$ cat config.mk
export PLATFORM = sky130hd
export DESIGN_NAME = fifo_u_word_ctrl_flat
export DESIGN_NICKNAME = d
export VERILOG_FILES = /design/src/rtl/fifo_u_word_ctrl_if.sv /design/src/rtl/fifo_u_word_ctrl.sv /design/src/flat_wrapper.sv
export SDC_FILE = /design/constraint.sdc
export NUM_CORES = 1
export LEC_CHECK = 0
export CAP_MARGIN = 20
export CORE_MARGIN = 2
export CORE_UTILIZATION = 44
export DETAILED_ROUTE_END_ITERATION = 12
export PLACE_DENSITY = 0.7
export SLEW_MARGIN = 30
export SYNTH_ARGS = -nofsm -noshare
export SYNTH_HDL_FRONTEND = slang
export SYNTH_SLANG_ARGS = --single-unit
$ cat constraint.sdc
create_clock -name clk -period 2.7 [get_ports clk]
set_input_delay 0.675 -clock clk [delete_from_list [all_inputs] [get_ports clk]]
set_output_delay 0.675 -clock clk [all_outputs]
set_load 0.02 [all_outputs]
$ cat src/rtl/fifo_u_word_ctrl_if.sv
// Word-side handshake between a client and the serial FIFO word controller.
interface fifo_u_word_ctrl_if #(
  parameter int DATA_W = 8,
  parameter int DEPTH  = 16
);
  localparam int LVL_W = $clog2(DEPTH + 1);

  logic [DATA_W-1:0] I_WORD;
  logic              wr_req;
  logic              wr_ack;
  logic              rd_req;
  logic              rd_ack;
  logic [DATA_W-1:0] O_WORD;
  logic              rd_valid;
  logic              flush;
  logic [LVL_W-1:0]  level;
  logic              ctrl_busy;
  logic              err;

  modport master (
    output I_WORD, wr_req, rd_req, flush,
    input  wr_ack, rd_ack, O_WORD, rd_valid, level, ctrl_busy, err
  );

  modport slave (
    input  I_WORD, wr_req, rd_req, flush,
    output wr_ack, rd_ack, O_WORD, rd_valid, level, ctrl_busy, err
  );
endinterface

$ cat src/rtl/fifo_u_word_ctrl.sv
// Word sequencer/arbiter in front of the 1-bit serial FIFO: serialises words into
// per-bit save/pop strobes under the FIFO busy handshake and tracks occupancy in bits.
module fifo_u_word_ctrl #(
  parameter int DATA_W    = 8,
  parameter int DEPTH     = 16,
  parameter bit LSB_FIRST = 1'b1
) (
  input  logic               clk,
  input  logic               reset,
  fifo_u_word_ctrl_if.slave  w,
  output logic               F_DATA,
  output logic               F_save,
  output logic               F_pop,
  output logic               F_reset,
  input  logic               F_O_DATA,
  input  logic               F_full,
  input  logic               F_empty,
  input  logic               F_busy
);
  localparam int IDX_W = (DATA_W > 1) ? $clog2(DATA_W) : 1;
  localparam int LVL_W = $clog2(DEPTH + 1);
  localparam logic [IDX_W-1:0] LAST_IDX = IDX_W'(DATA_W - 1);
  localparam logic [LVL_W-1:0] LVL_MAX  = LVL_W'(DEPTH);
  localparam logic [LVL_W-1:0] WR_MAX   = LVL_W'(DEPTH - DATA_W);
  localparam logic [LVL_W-1:0] RD_MIN   = LVL_W'(DATA_W);

  typedef enum logic [2:0] {IDLE, W_STB, W_WAIT, R_STB, R_WAIT, FLUSH} state_t;

  state_t             state_q, state_d;
  logic [IDX_W-1:0]   bit_idx;
  logic [LVL_W-1:0]   level_q;
  logic [DATA_W-1:0]  wr_word;
  logic [DATA_W-1:0]  shreg;
  logic [DATA_W-1:0]  rd_word_nxt;
  logic [DATA_W-1:0]  o_word_q;
  logic               rd_valid_q;
  logic               prio_wr;
  logic               wr_ack_c, rd_ack_c, err_c;
  logic               wr_elig, rd_elig, last_bit;
  logic [IDX_W-1:0]   pos;

  function automatic logic [LVL_W-1:0] sat_inc(input logic [LVL_W-1:0] v);
    return (v >= LVL_MAX) ? LVL_MAX : v + LVL_W'(1);
  endfunction

  function automatic logic [LVL_W-1:0] sat_dec(input logic [LVL_W-1:0] v);
    return (v == '0) ? '0 : v - LVL_W'(1);
  endfunction

  assign wr_elig  = w.wr_req && (level_q <= WR_MAX);
  assign rd_elig  = w.rd_req && (level_q >= RD_MIN);
  assign last_bit = (bit_idx == LAST_IDX);
  assign pos      = LSB_FIRST ? bit_idx : (LAST_IDX - bit_idx);

  always_comb begin
    rd_word_nxt      = shreg;
    rd_word_nxt[pos] = F_O_DATA;
  end

  always_comb begin
    state_d  = state_q;
    wr_ack_c = 1'b0;
    rd_ack_c = 1'b0;
    err_c    = 1'b0;
    F_save   = 1'b0;
    F_pop    = 1'b0;
    F_reset  = 1'b0;
    F_DATA   = 1'b0;
    case (state_q)
      IDLE: begin
        // No accept in the rd_valid cycle keeps the three pulses mutually exclusive.
        if (!reset && !rd_valid_q) begin
          if (w.flush) begin
            state_d = FLUSH;
          end else if (wr_elig && (!rd_elig || prio_wr)) begin
            wr_ack_c = 1'b1;
            state_d  = W_STB;
          end else if (rd_elig) begin
            rd_ack_c = 1'b1;
            state_d  = R_STB;
          end
        end
      end
      W_STB: begin
        if (F_full) begin
          err_c   = 1'b1;
          state_d = IDLE;
        end else if (!F_busy) begin
          F_save  = 1'b1;
          F_DATA  = wr_word[pos];
          state_d = W_WAIT;
        end
      end
      W_WAIT: if (!F_busy) state_d = last_bit ? IDLE : W_STB;
      R_STB: begin
        if (F_empty) begin
          err_c   = 1'b1;
          state_d = IDLE;
        end else if (!F_busy) begin
          F_pop   = 1'b1;
          state_d = R_WAIT;
        end
      end
      R_WAIT: if (!F_busy) state_d = last_bit ? IDLE : R_STB;
      FLUSH: begin
        F_reset = 1'b1;
        state_d = IDLE;
      end
      default: state_d = IDLE;
    endcase
  end

  always_ff @(posedge clk or posedge reset) begin
    if (reset) begin
      state_q    <= IDLE;
      bit_idx    <= '0;
      level_q    <= '0;
      o_word_q   <= '0;
      rd_valid_q <= 1'b0;
      prio_wr    <= 1'b1;
    end else begin
      state_q    <= state_d;
      rd_valid_q <= 1'b0;
      // prio points at the side that was not served last
      if (wr_ack_c) begin
        bit_idx <= '0;
        prio_wr <= 1'b0;
      end
      if (rd_ack_c) begin
        bit_idx <= '0;
        prio_wr <= 1'b1;
      end
      if (state_q == W_WAIT && !F_busy) begin
        level_q <= sat_inc(level_q);
        bit_idx <= bit_idx + IDX_W'(1);
      end
      if (state_q == R_WAIT && !F_busy) begin
        level_q <= sat_dec(level_q);
        bit_idx <= bit_idx + IDX_W'(1);
        if (last_bit) begin
          o_word_q   <= rd_word_nxt;
          rd_valid_q <= 1'b1;
        end
      end
      if (state_q == FLUSH) level_q <= '0;
    end
  end

  always_ff @(posedge clk) begin
    if (wr_ack_c) wr_word <= w.I_WORD;
    if (rd_ack_c) shreg <= '0;
    else if (state_q == R_WAIT && !F_busy) shreg <= rd_word_nxt;
  end

  assign w.wr_ack    = wr_ack_c;
  assign w.rd_ack    = rd_ack_c;
  assign w.err       = err_c;
  assign w.O_WORD    = o_word_q;
  assign w.rd_valid  = rd_valid_q;
  assign w.level     = level_q;
  assign w.ctrl_busy = (state_q != IDLE);
endmodule

$ cat src/flat_wrapper.sv
// flat-port wrapper written by rule: the top's interface ports become plain ports
module fifo_u_word_ctrl_flat 
#(
  parameter int DATA_W    = 8,
  parameter int DEPTH     = 16,
  parameter bit LSB_FIRST = 1'b1
)
  (clk, reset, F_DATA, F_save, F_pop, F_reset, F_O_DATA, F_full, F_empty, F_busy, w_I_WORD, w_wr_req, w_rd_req, w_flush, w_wr_ack, w_rd_ack, w_O_WORD, w_rd_valid, w_level, w_ctrl_busy, w_err);
  fifo_u_word_ctrl_if #(.DATA_W(DATA_W), .DEPTH(DEPTH)) w_i ();
  input  logic clk;
  input  logic reset;
  output logic F_DATA;
  output logic F_save;
  output logic F_pop;
  output logic F_reset;
  input  logic F_O_DATA;
  input  logic F_full;
  input  logic F_empty;
  input  logic F_busy;
  input wire logic [$bits(w_i.I_WORD)-1:0] w_I_WORD;
  input wire logic [$bits(w_i.wr_req)-1:0] w_wr_req;
  input wire logic [$bits(w_i.rd_req)-1:0] w_rd_req;
  input wire logic [$bits(w_i.flush)-1:0] w_flush;
  output wire logic [$bits(w_i.wr_ack)-1:0] w_wr_ack;
  output wire logic [$bits(w_i.rd_ack)-1:0] w_rd_ack;
  output wire logic [$bits(w_i.O_WORD)-1:0] w_O_WORD;
  output wire logic [$bits(w_i.rd_valid)-1:0] w_rd_valid;
  output wire logic [$bits(w_i.level)-1:0] w_level;
  output wire logic [$bits(w_i.ctrl_busy)-1:0] w_ctrl_busy;
  output wire logic [$bits(w_i.err)-1:0] w_err;
  assign w_i.I_WORD = w_I_WORD;
  assign w_i.wr_req = w_wr_req;
  assign w_i.rd_req = w_rd_req;
  assign w_i.flush = w_flush;
  assign w_wr_ack = w_i.wr_ack;
  assign w_rd_ack = w_i.rd_ack;
  assign w_O_WORD = w_i.O_WORD;
  assign w_rd_valid = w_i.rd_valid;
  assign w_level = w_i.level;
  assign w_ctrl_busy = w_i.ctrl_busy;
  assign w_err = w_i.err;
  fifo_u_word_ctrl #(.DATA_W(DATA_W), .DEPTH(DEPTH), .LSB_FIRST(LSB_FIRST)) u_core (.clk(clk), .reset(reset), .w(w_i), .F_DATA(F_DATA), .F_save(F_save), .F_pop(F_pop), .F_reset(F_reset), .F_O_DATA(F_O_DATA), .F_full(F_full), .F_empty(F_empty), .F_busy(F_busy));
endmodule
# Yosys cells after proc, flatten, opt, wreduce, memory -nomap -nowiden
# Cells that the tools add are included.
[op_classes]
n_addsub = 3
order_cmp = 5
n_eq_ne = 12
mux = 52
n_reduce_logical = 20
[ops]
columns = ["cell", "n"]
rows = [
  ["3-bit two-way mux", 14],
  ["1-bit two-way mux", 27],
  ["5-bit two-way mux", 5],
  ["3-bit one-hot mux with 5 select lines", 1],
  ["3-bit equality test (second input constant)", 3],
  ["8-bit bitwise mux", 1],
  ["1-bit logical AND", 7],
  ["3-bit by 2-bit equality test with 1-bit output (second input constant)", 2],
  ["3-bit inequality test (second input constant)", 2],
  ["6-bit AND reduction", 1],
  ["3-bit nonzero test", 2],
  ["5-bit by 1-bit adder with 5-bit output (second input constant)", 1],
  ["5-bit by 4-bit greater-or-equal comparator with 1-bit output (second input constant)", 1],
  ["5-bit greater-or-equal comparator (second input constant)", 1],
  ["5-bit by 4-bit less-or-equal comparator with 1-bit output (second input constant)", 1],
  ["5-bit logical NOT", 1],
  ["5-bit by 1-bit subtractor with 5-bit output (second input constant)", 1],
  ["1-bit logical NOT", 4],
  ["3-bit by 4-bit less-than comparator with 1-bit output (second input constant)", 1],
  ["2-bit inequality test (second input constant)", 2],
  ["4-bit by 2-bit inequality test with 1-bit output (second input constant)", 1],
  ["4-bit nonzero test", 1],
  ["3-bit by 1-bit adder with 3-bit output (second input constant)", 1],
  ["1-bit binary-select mux with 3-bit select", 1],
  ["10 further kinds", 10],
]
[totals]
ff_bits = 37

# Depth between registers and ports, before layout
# Gate-level depths: netlist (run 1).
[depth]
word_depth = 13
mapped_depth = 7

# Worst setup path before layout (run 1)
# OpenSTA, ideal clock, no wires.
[synth_path]
path_type = "input to output"
startpoint = "input F_busy"
endpoint = "output F_DATA"
t_arrival_ns = 2.087
t_required_ns = 2.025
path_slack_ns = -0.062
path_stages = 3
path_buffers = 1
cell_sequence = "clkbuf_1 -> nor4_1 -> nor2b_1"
[synth_via]
elab_chain_len = 3
[synth_lines]
columns = ["item", "line_no", "text"]
rows = [
  ["start, declared", "flat_wrapper.sv:19", "input logic F_busy;"],
  ["1-bit two-way mux", "fifo_u_word_ctrl.sv:88", "end else if (!F_busy) begin"],
  ["1-bit two-way mux", "fifo_u_word_ctrl.sv:85", "if (F_full) begin"],
  ["1-bit two-way mux", "fifo_u_word_ctrl.sv:69", "case (state_q)"],
  ["end, declared", "flat_wrapper.sv:12", "output logic F_DATA;"],
]
# Every way passes these cells.

# Worst setup path after layout (run 1)
[layout_path]
startpoint = "input w_flush"
endpoint = "output w_rd_ack"
[layout_via]
elab_chain_len = 3
[layout_lines]
columns = ["item", "line_no", "text"]
rows = [
  ["start, declared", "flat_wrapper.sv:23", "input wire logic [$bits(w_i.flush)-1:0] w_flush;"],
  ["1-bit two-way mux", "fifo_u_word_ctrl.sv:73", "if (w.flush) begin"],
  ["1-bit two-way mux", "fifo_u_word_ctrl.sv:72", "if (!reset && !rd_valid_q) begin"],
  ["1-bit two-way mux", "fifo_u_word_ctrl.sv:69", ""],
  ["end, declared", "flat_wrapper.sv:25", "output wire logic [$bits(w_i.rd_ack)-1:0] w_rd_ack;"],
]
# Every way passes these cells.

==> results of run 1 <==
==> timing repair <==
item                                    4_1_cts  5_1_grt
resized for setup                            22        4
pin swaps                                     4        3
endpoints found under the setup margin        6        5
setup buffers                                 3        0
==> per-layer routing <==
layer / global-route usage, % / up-vias / wire (um)
li1: - / 933 / -
met1: 29.0 / 866 / 2320
met2: 30.6 / 43 / 2190
met3: 4.25 / 5 / 208
met4: 6.06 / 0 / 51
met5: 0 / - / 0
==> per-stage QoR <==
stage	cells	TNS (ns)	utilization [%]	hold WS, ns	worst slack [ns]
6_report	343	0	60.5	0.479	0.0868
4_1_cts	343	0	60.5	0.474	0.0101
2_1_floorplan	229	0	-	0.436	0.184
3_3_place_gp	332	-1.93	58.0	0.443	-0.587
5_1_grt	343	0	60.5	0.510	0.00440
3_5_place_dp	332	-1.91	58.0	0.463	-0.579
==> path summary, 6_finish.rpt <==
path	startpoint	endpoint	cells past startpoint
worst max-delay path	w_flush	w_rd_ack	5
worst min-delay path	u_core.shreg[5]$_SDFFE_PP0P_	u_core.shreg[5]$_SDFFE_PP0P_	2
worst max register to register	u_core.state_q[2]$_DFFE_PP0P_	u_core.state_q[0]$_DFFE_PP0P_	6
worst min register to register	u_core.shreg[5]$_SDFFE_PP0P_	u_core.shreg[5]$_SDFFE_PP0P_	2
max in group asynchronous	reset	u_core.prio_wr$_DFFE_PP1P_	4
min in group asynchronous	reset	u_core.w.O_WORD[6]$_DFFE_PP0P_	3
==> power breakdown <==
group	total (mW)	internal [mW]	switching, mW
Sequential	0.758	0.692	0.0665
Combinational	1.33	0.614	0.712
Clock	0.381	0.184	0.197
Total	2.46	1.49	0.975
==> worst max-delay path: stages <==
cell and delay, ns:
clkdlybuf4s15_1 0.18, or4_4 0.50, nor3_4 0.17, o211a_1 0.24
buf_4 0.16
==> registers in the layout, summed over array words and instances (netlist names) <==
name,cells
u_core.state_q,3
u_core.w.rd_valid,1
u_core.wr_word,8
u_core.prio_wr,1
u_core.w.level,5
u_core.bit_idx,3
u_core.w.O_WORD,8
u_core.shreg,8
==> kinds of logic after synthesis <==
family	synth area share (%)
adders and majority gates	3.40
muxes	10.8
xor gates and xnor gates	0.410
buffers and inverters	4.57
DFF	43.4
AOI/OAI and AO/OA	13.7
and+or+nand+nor	23.7
==> cell type report <==
class                           instances  area, sq um
Clock buffer                            7         76.3
Clock inverter                          1         8.76
Fill cell                             416         1860
Inverter                                9         33.8
Multi-Input combinational cell        168         1130
Sequential cell                        37          927
Tap cell                               54         67.6
Timing Repair Buffer                   67          591
==> synthesized netlist by cell type, types with 4 or more instances <==
cell type	count
edfxtp_1	8
dfxtp_1	8
dfrtp_1	20
mux2i_1	14
nor2b_1	8
nor3_1	8
o21ai_0	13
inv_1	8
nand2_1	24
nand2b_1	9
a21oi_1	12
ha_1	5
nand3_1	4
nor2_1	26
clkbuf_1	10
==> run metrics, run 1 <==
minimum clock period 2.61 ns; Worst Tran Pin Value 0.574 ns; total of max-cap violations 0; most frequent cells in the layout clkdlybuf4s50_1 (31), buf_4 (30), nor2_1 (26); pin count of the biggest net entering global routing 20; worst min-delay path class flip-flop to flip-flop; Yosys warning count 0; GRT Total Usage 20.1%; GRT overflow 0; Startpoint Class input port; fin area 2840 sq um; Reg2Reg Setup Slack 0.76 ns; CTS Buffer Depth 2; std cell rows 25; critical path capture point type primary output; Cell variety after synth 51; Tcrit/Tclk final 96.8%; VDD IR max 0.324 mV; Cell Area, Synth 2130 sq um; Vias/cell 5.38; initial core utilization 45.5%; Synth area leader dfrtp_1; fraction of registers with async set/reset 56.8%; syn_area_per_cell 9.32 sq um; number of flops mapped to enable cells by yosys 8; Final Routed Wirelength 4.77 mm; Area after DPL 2720 sq um; Ports 39; Yosys reg bits 37; clock sinks 37; vias in the first global route 1736; total CTS buffers 5; Antenna Cells 0; Clock Latency Late Sink 0.29 ns; CTS tree built; post-synth top area share 23.4%; DR vias 1847; status finished, final reports clean; Die ar. 5420 sq um; Die X-Extent 73.7 um; number of H-tree levels 2; Final Max Slew Viols 0; Pleak 1.22 nW; DRT Pass-1 Iters 4; highest clock rate 383 MHz; Iteration-0 DRC Markers 171; Critical Path RT 2.03 ns; initial antenna violation count 0; RSZ-0062 raised after global routing false; DP HPWL 3.58 mm; per-cell routed wire length 13.9 um; Hold Fails Final Rpt 0; crit path DAT 1.94 ns; Port Buffers 38; total power 2.46 mW; synthesis-to-layout area growth 32.9%; CTS Hold Buffers Added 0; layout cells sized above 1 18.7%; syn nets 251; GP Congestion 0.795; Main synth FF type dfrtp_1; Remaining DRCs 0; Slew headroom 61.6%; Final Skew 0.00689 ns; most common cell after layout, fill and taps aside clkdlybuf4s50_1; first-pass GRT wire length 8.30 mm; clock root buffer clkbuf_8; critical path peak fanout 3; critical path class input port to primary output; Nets 310; Reg clk slew, reported paths 0.07 ns; core area 4690 sq um; Final setup viols 0; register area share after synthesis 43.4%; DIE HEIGHT 73.7 um; Final ANT Viol Nets 0; Syn Inst Count 229; pwr dens 869 nW/um^2; Synth area leaders dfrtp_1 (23%), edfxtp_1 (11%), dfxtp_1 (7.5%), mux2i_1 (6.6%), nor2_1 (4.6%)
No activity file was read; power rests on OpenSTA's default activity.
==> inputs of run 2 (changes only) <==
REMOVE_ABC_BUFFERS = 1   (was not set)
==> run 2 against run 1 <==
Net effect:
- sequential cell count unchanged
- first-iteration DRC count down 7.6%
- sequential share of layout area grew 0.53 points
==> run metrics, run 2 (synthesis results as in run 1) <==
DR vias 1834 (-0.70%); Reg2Reg Setup Slack 0.74 ns (-0.02 ns); Slew headroom 64.3% (+2.7 points); per-cell routed wire length 14.0 um (+0.99%); RSZ-0062 raised after global routing false; CTS Buffer Depth 2 (unchanged); Iteration-0 DRC Markers 158 (-7.6%); layout cells sized above 1 16.5% (-2.1 points); pin count of the biggest net entering global routing 20 (unchanged); worst hold path stage count 2 (unchanged); pwr dens 876 nW/um^2 (+0.86%); critical path capture point type primary output; Logic pwr share 53.0% (-0.8 points); first-pass GRT wire length 7.86 mm (-5.3%); most used routing layer in global routing met2; initial antenna violation count 0 (unchanged); worst min-delay path class flip-flop to flip-flop; fillers 412 (-0.96%); DP HPWL 3.43 mm (-4.2%); Final Routed Wirelength 4.75 mm (-0.48%); Flop pwr share 31.4% (+0.6 points); setup_tns 0 ns (unchanged); M1 GR Usage 25.0% (-3.9 points); Area after DPL 2690 sq um (-1.1%); Startpoint Class input port; highest clock rate 375 MHz (-2.1%); Final Skew 0.00656 ns (-0.000329 ns); Die ar. 5420 sq um (unchanged); hold path endpoint u_core.shreg[2]$_SDFFE_PP0P_; dpl ws -0.593 ns (-0.0142 ns); clock sinks 37 (unchanged); VDD IR max 0.408 mV (+26%); Hold Fails Final Rpt 0 (unchanged); minimum clock period 2.67 ns (+0.0550 ns); Final WS setup 0.0319 ns (-0.0550 ns); GRT met2 Usage 30.2% (-0.40 points); Reg clk slew, reported paths 0.07 ns (about the same); Die X-Extent 73.7 um (unchanged); vias in the first global route 1741 (+0.29%); hold_sp u_core.shreg[2]$_SDFFE_PP0P_; CP max-delay cell or4_4; Final setup viols 0 (unchanged); Reg-to-Reg End u_core.state_q[2]$_DFFE_PP0P_; CP startpoint w_flush; Port Buffers 38 (unchanged); Ports 39 (unchanged); GP Congestion 0.858 (+7.9%); most frequent cells in the layout clkdlybuf4s50_1 (31), nor2_1 (26), nand2_1 (24), buf_4 (24), dfrtp_1 (20); clock root buffer clkbuf_8; switching share of power 40.3% (+0.77 points); GRT overflow 0 (unchanged); Buf/Inv on CP 2 (unchanged); Final Max Slew Viols 0 (unchanged); Worst Tran Pin Value 0.531 ns (-0.0433 ns); Critical Path RT 2.03 ns (about the same); GRT Total Usage 19.0% (-1.2 points); DIE HEIGHT 73.7 um (unchanged); Vias/cell 5.43 (+0.77%); total CTS buffers 5 (unchanged); std cell rows 25 (unchanged); fin area 2790 sq um (-1.6%); synthesis-to-layout area growth 30.8%; status finished, final reports clean; met3 Use GR 5.21% (+0.96 points); most common cell after layout, fill and taps aside clkdlybuf4s50_1; Antenna Cells 0 (unchanged); number of H-tree levels 2 (unchanged); R2R depth 7 (+1); Slowest Stage Delay on Critical Path 0.51 ns (about the same); DRT Pass-1 Iters 4 (unchanged); CP Cell Sequence clkdlybuf4s15_1, or4_4, nor3_4, o211a_1, buf_6; Clock Latency Late Sink 0.29 ns (about the same); CTS tree built; initial core utilization 45.5% (unchanged); core area 4690 sq um (unchanged); Remaining DRCs 0 (unchanged); crit path DAT 1.99 ns (+0.05 ns); total power 2.45 mW (-0.74%); Power Internal 1.46 mW (-2.0%); Pleak 1.20 nW (-1.3%); Nets 305 (-1.6%); FF-to-FF Start u_core.w.level[0]$_DFFE_PP0P_; total of max-cap violations 0 (unchanged); Worst path top cell family by delay simple AND/OR/NAND/NOR gates; critical path peak fanout 4 (+1); Final ANT Viol Nets 0 (unchanged); Tcrit/Tclk final 98.8% (+2.0 points); Core Util, Final 59.5% (-0.96 points); net switching power 987 uW (+1.2%); critical path class input port to primary output; CTS Hold Buffers Added 0 (unchanged); clock power share 15.5% (about the same)
==> run 2: cell types whose count changed in the layout (fill, tap and decap cells not counted), sizes merged <==
cell           previous run  this run
buf                      31        26
clkbuf                    8         5
clkdlybuf4s15             2         1
clkinv                    1         2
clkinvlp                  0         1
dlygate4sd2               2         4
==> run 2: worst min-delay path: cells and delay by family (launching register included) <==
| kind | cells | cell delay, ns |
|---|---|---|
| and+or+nand+nor | 1 | 0.05 |
| AOI/OAI and AO/OA | 1 | 0.05 |
| DFF | 1 | 0.31 |
==> run 2: power by group through the flow <==
stage	clock network, mW	logic [mW]	registers (mW)
global placement	0	1.27	0.776
CTS	0.391	1.30	0.769
detailed placement	0	1.29	0.780
global route	0.412	1.42	0.784
floorplan	0	0.654	0.944
finish	0.380	1.30	0.769
==> run 2: layer usage <==
metal  vias up  share of wire, %
li1        915                 -
met1       852                44
met2        62                48
met3         5               6.4
met4         0               1.3
met5         -                 0
==> run 2: layout make-up <==
cell class / instances / area [sq um] / area share [%]
repair buffers: 62 / 558 / 20.0
flip-flops and latches: 37 / 927 / 33.2
clock buffers: 5 / 68.8 / 2.47
well taps: 54 / 67.6 / 2.42
inverters: 9 / 33.8 / 1.21
clock inverters: 3 / 17.5 / 0.628
multi-input cells: 168 / 1120 / 40.1
==> run 2: metrics by stage <==
stage,std cells,hold slack (ns)
6_report,338,0.465
5_1_grt,338,0.490
4_1_cts,338,0.466
3_5_place_dp,329,0.455
3_3_place_gp,329,0.448
2_1_floorplan,214,0.436
==> run 2: how the worst max path moves through the flow <==
stage	endpoint	cells after the start
final	w_rd_ack	5
after global routing	w_rd_ack	5
after CTS	w_rd_ack	5
after detailed placement	w_rd_ack	5
after global placement	w_rd_ack	5
after floorplan	F_DATA	3
==> run 2: repair_timing <==
| item | in CTS | in global routing |
|---|---|---|
| setup endpoints to repair | 5 | 1 |
| resized for setup | 20 | 0 |
| pin swaps | 4 | 2 |
| setup buffers | 1 | 0 |
==> inputs of run 3 (changes only) <==
CORE_ASPECT_RATIO = 1.75   (was not set)
==> run 3 against run 2 <==
Net effect:
- cell count unchanged
- combinational power about the same
- wire length increased by 2.7%
- clock power decreased by 2%
- count of clock-buffer cells in the layout increased by 1
- clock skew increased by 0.0019 ns
- global-route usage increased by 0.79 points
- worst hold slack improved by 0.011 ns
- critical path depth unchanged
- final area increased by 0.31%
- maximum frequency increased by 3.9%
- worst setup slack improved by 0.10 ns
- critical endpoint unchanged
- highest routed layer unchanged
==> run metrics, run 3 (synthesis results as in run 1) <==
GRT met2 Usage 37.0% (+6.9 points); Final setup viols 0 (unchanged); crit path DAT 1.89 ns (-0.10 ns); initial core utilization 45.7% (+0.26 points); CP Cell Sequence clkdlybuf4s15_1, or4_4, nor3_4, o211a_1, buf_6; pin count of the biggest net entering global routing 20 (unchanged); CTS Buffer Depth 2 (unchanged); FF-to-FF Start u_core.w.level[0]$_DFFE_PP0P_; Critical Path RT 2.03 ns (about the same); Ports 39 (unchanged); pwr dens 873 nW/um^2 (-0.36%); Antenna Cells 0 (unchanged); GP Congestion 0.789 (-8.0%); layout cells sized above 1 16.8% (+0.23 points); CTS tree built; DP HPWL 3.63 mm (+6.1%); clock sinks 37 (unchanged); CTS Hold Buffers Added 0 (unchanged); Hold WS 0.476 ns (+0.0107 ns); Pleak 1.21 nW (+0.82%); Iteration-0 DRC Markers 31 (-80%); number of H-tree levels 2 (unchanged); Area after DPL 2700 sq um (+0.19%); M1 GR Usage 21.7% (-3.3 points); Clock Latency Late Sink 0.29 ns (about the same); per-cell routed wire length 14.4 um (+2.7%); Hold Fails Final Rpt 0 (unchanged); GRT overflow 0 (unchanged); synthesis-to-layout area growth 31.2%; worst min-delay path class flip-flop to flip-flop; met3 Use GR 3.63% (-1.6 points); Final ANT Viol Nets 0 (unchanged); critical path peak fanout 4 (unchanged); DRT Pass-1 Iters 4 (unchanged); Slowest Stage Delay on Critical Path 0.45 ns (-0.06 ns); Reg clk slew, reported paths 0.07 ns (about the same); status finished, final reports clean; CP max-delay cell or4_4; GRT Total Usage 19.8% (+0.79 points); most common cell after layout, fill and taps aside clkdlybuf4s50_1; Slew headroom 61.3% (-3.0 points); Tcrit/Tclk final 95.1% (-3.7 points); DIE HEIGHT 96.1 um (+31%); Die ar. 5450 sq um (+0.41%); minimum clock period 2.57 ns (-0.100 ns); Vias/cell 5.47 (+0.82%); Remaining DRCs 0 (unchanged); VDD IR max 0.636 mV (+56%); Die X-Extent 56.7 um (-23%); total power 2.45 mW (about the same); fillers 436 (+5.8%); Final Routed Wirelength 4.87 mm (+2.7%); initial antenna violation count 0 (unchanged); total of max-cap violations 0 (unchanged); Buf/Inv on CP 2 (unchanged); Startpoint Class input port; critical path class input port to primary output; highest clock rate 389 MHz (+3.9%); clock root buffer clkbuf_8; CP startpoint w_flush; Final Max Slew Viols 0 (unchanged); hold_sp u_core.shreg[1]$_SDFFE_PP0P_; Reg2Reg Setup Slack 0.74 ns (about the same); most frequent cells in the layout clkdlybuf4s50_1 (31), nor2_1 (26), buf_4 (26); fin area 2800 sq um (+0.31%); first-pass GRT wire length 8.27 mm (+5.3%); vias in the first global route 1758 (+0.98%); Nets 307 (+0.66%); Worst Tran Pin Value 0.575 ns (+0.0445 ns); Port Buffers 38 (unchanged); critical path capture point type primary output; std cell rows 33 (+32%); Worst path top cell family by delay simple AND/OR/NAND/NOR gates; DR vias 1849 (+0.82%); core area 4670 sq um (-0.56%); RSZ-0062 raised after global routing false; total CTS buffers 5 (unchanged); most used routing layer in global routing met2; Final Skew 0.00848 ns (+0.00192 ns)
[run 3: changes by cell type in the layout (fill, tap and decap cells not counted), sizes merged]
cell | previous run | this run
buf | 26 | 28
clkbuf | 5 | 6
clkinvlp | 1 | 0
[run 3: layout make-up]
class                           count  area [sq um]  area share [%]
Clock inverter                      2          10.0           0.357
Inverter                            9          33.8            1.21
Clock buffer                        6          72.6            2.59
Timing Repair Buffer               64           573            20.5
Tap cell                           52          65.1            2.32
Multi-Input combinational cell    168          1120            39.9
Sequential cell                    37           927            33.1
[run 3: path summary, 6_finish.rpt]
path,to,depth (start not counted)
worst max-delay path,w_rd_ack,5
worst min-delay path,u_core.shreg[1]$_SDFFE_PP0P_,2
worst max register to register,u_core.state_q[2]$_DFFE_PP0P_,8
worst min register to register,u_core.shreg[1]$_SDFFE_PP0P_,2
max in group asynchronous,u_core.prio_wr$_DFFE_PP1P_,4
min in group asynchronous,u_core.w.level[0]$_DFFE_PP0P_,3
[run 3: tightest hold or removal path, cell delays in order (launching register included)]
cell and delay (ns):
dfxtp_1 0.31, o21ai_0 0.06, a21oi_1 0.06
[run 3: timing repair]
| action | in CTS | in global routing |
|---|---|---|
| setup buffers | 2 | 0 |
| setup endpoints to repair | 6 | 2 |
| pin swaps | 4 | 4 |
| gates resized for setup | 19 | 1 |
[run 3: where the power goes]
part / switching [mW] / internal [mW] / leakage, nW
logic: 0.699 / 0.593 / 0.756
clock network: 0.196 / 0.179 / 0.0450
registers: 0.0874 / 0.692 / 0.412
[run 3: per-layer routing]
layer / part of all wire (%) / vias up
li1: - / 920
met1: 40 / 880
met2: 56 / 44
met3: 3.4 / 5
met4: 1.4 / 0
met5: 0 / -
[run 3: stage by stage]
step / TNS (ns) / setup WS [ns] / instances / utilization, %
after floorplan: 0 / 0.0886 / 214 / -
after global placement: -1.70 / -0.613 / 328 / 57.8
after detailed placement: -1.64 / -0.579 / 328 / 57.8
after CTS: 0 / 0.00156 / 338 / 59.9
after global routing: 0 / 0.0283 / 338 / 60.0
final: 0 / 0.132 / 338 / 60.0
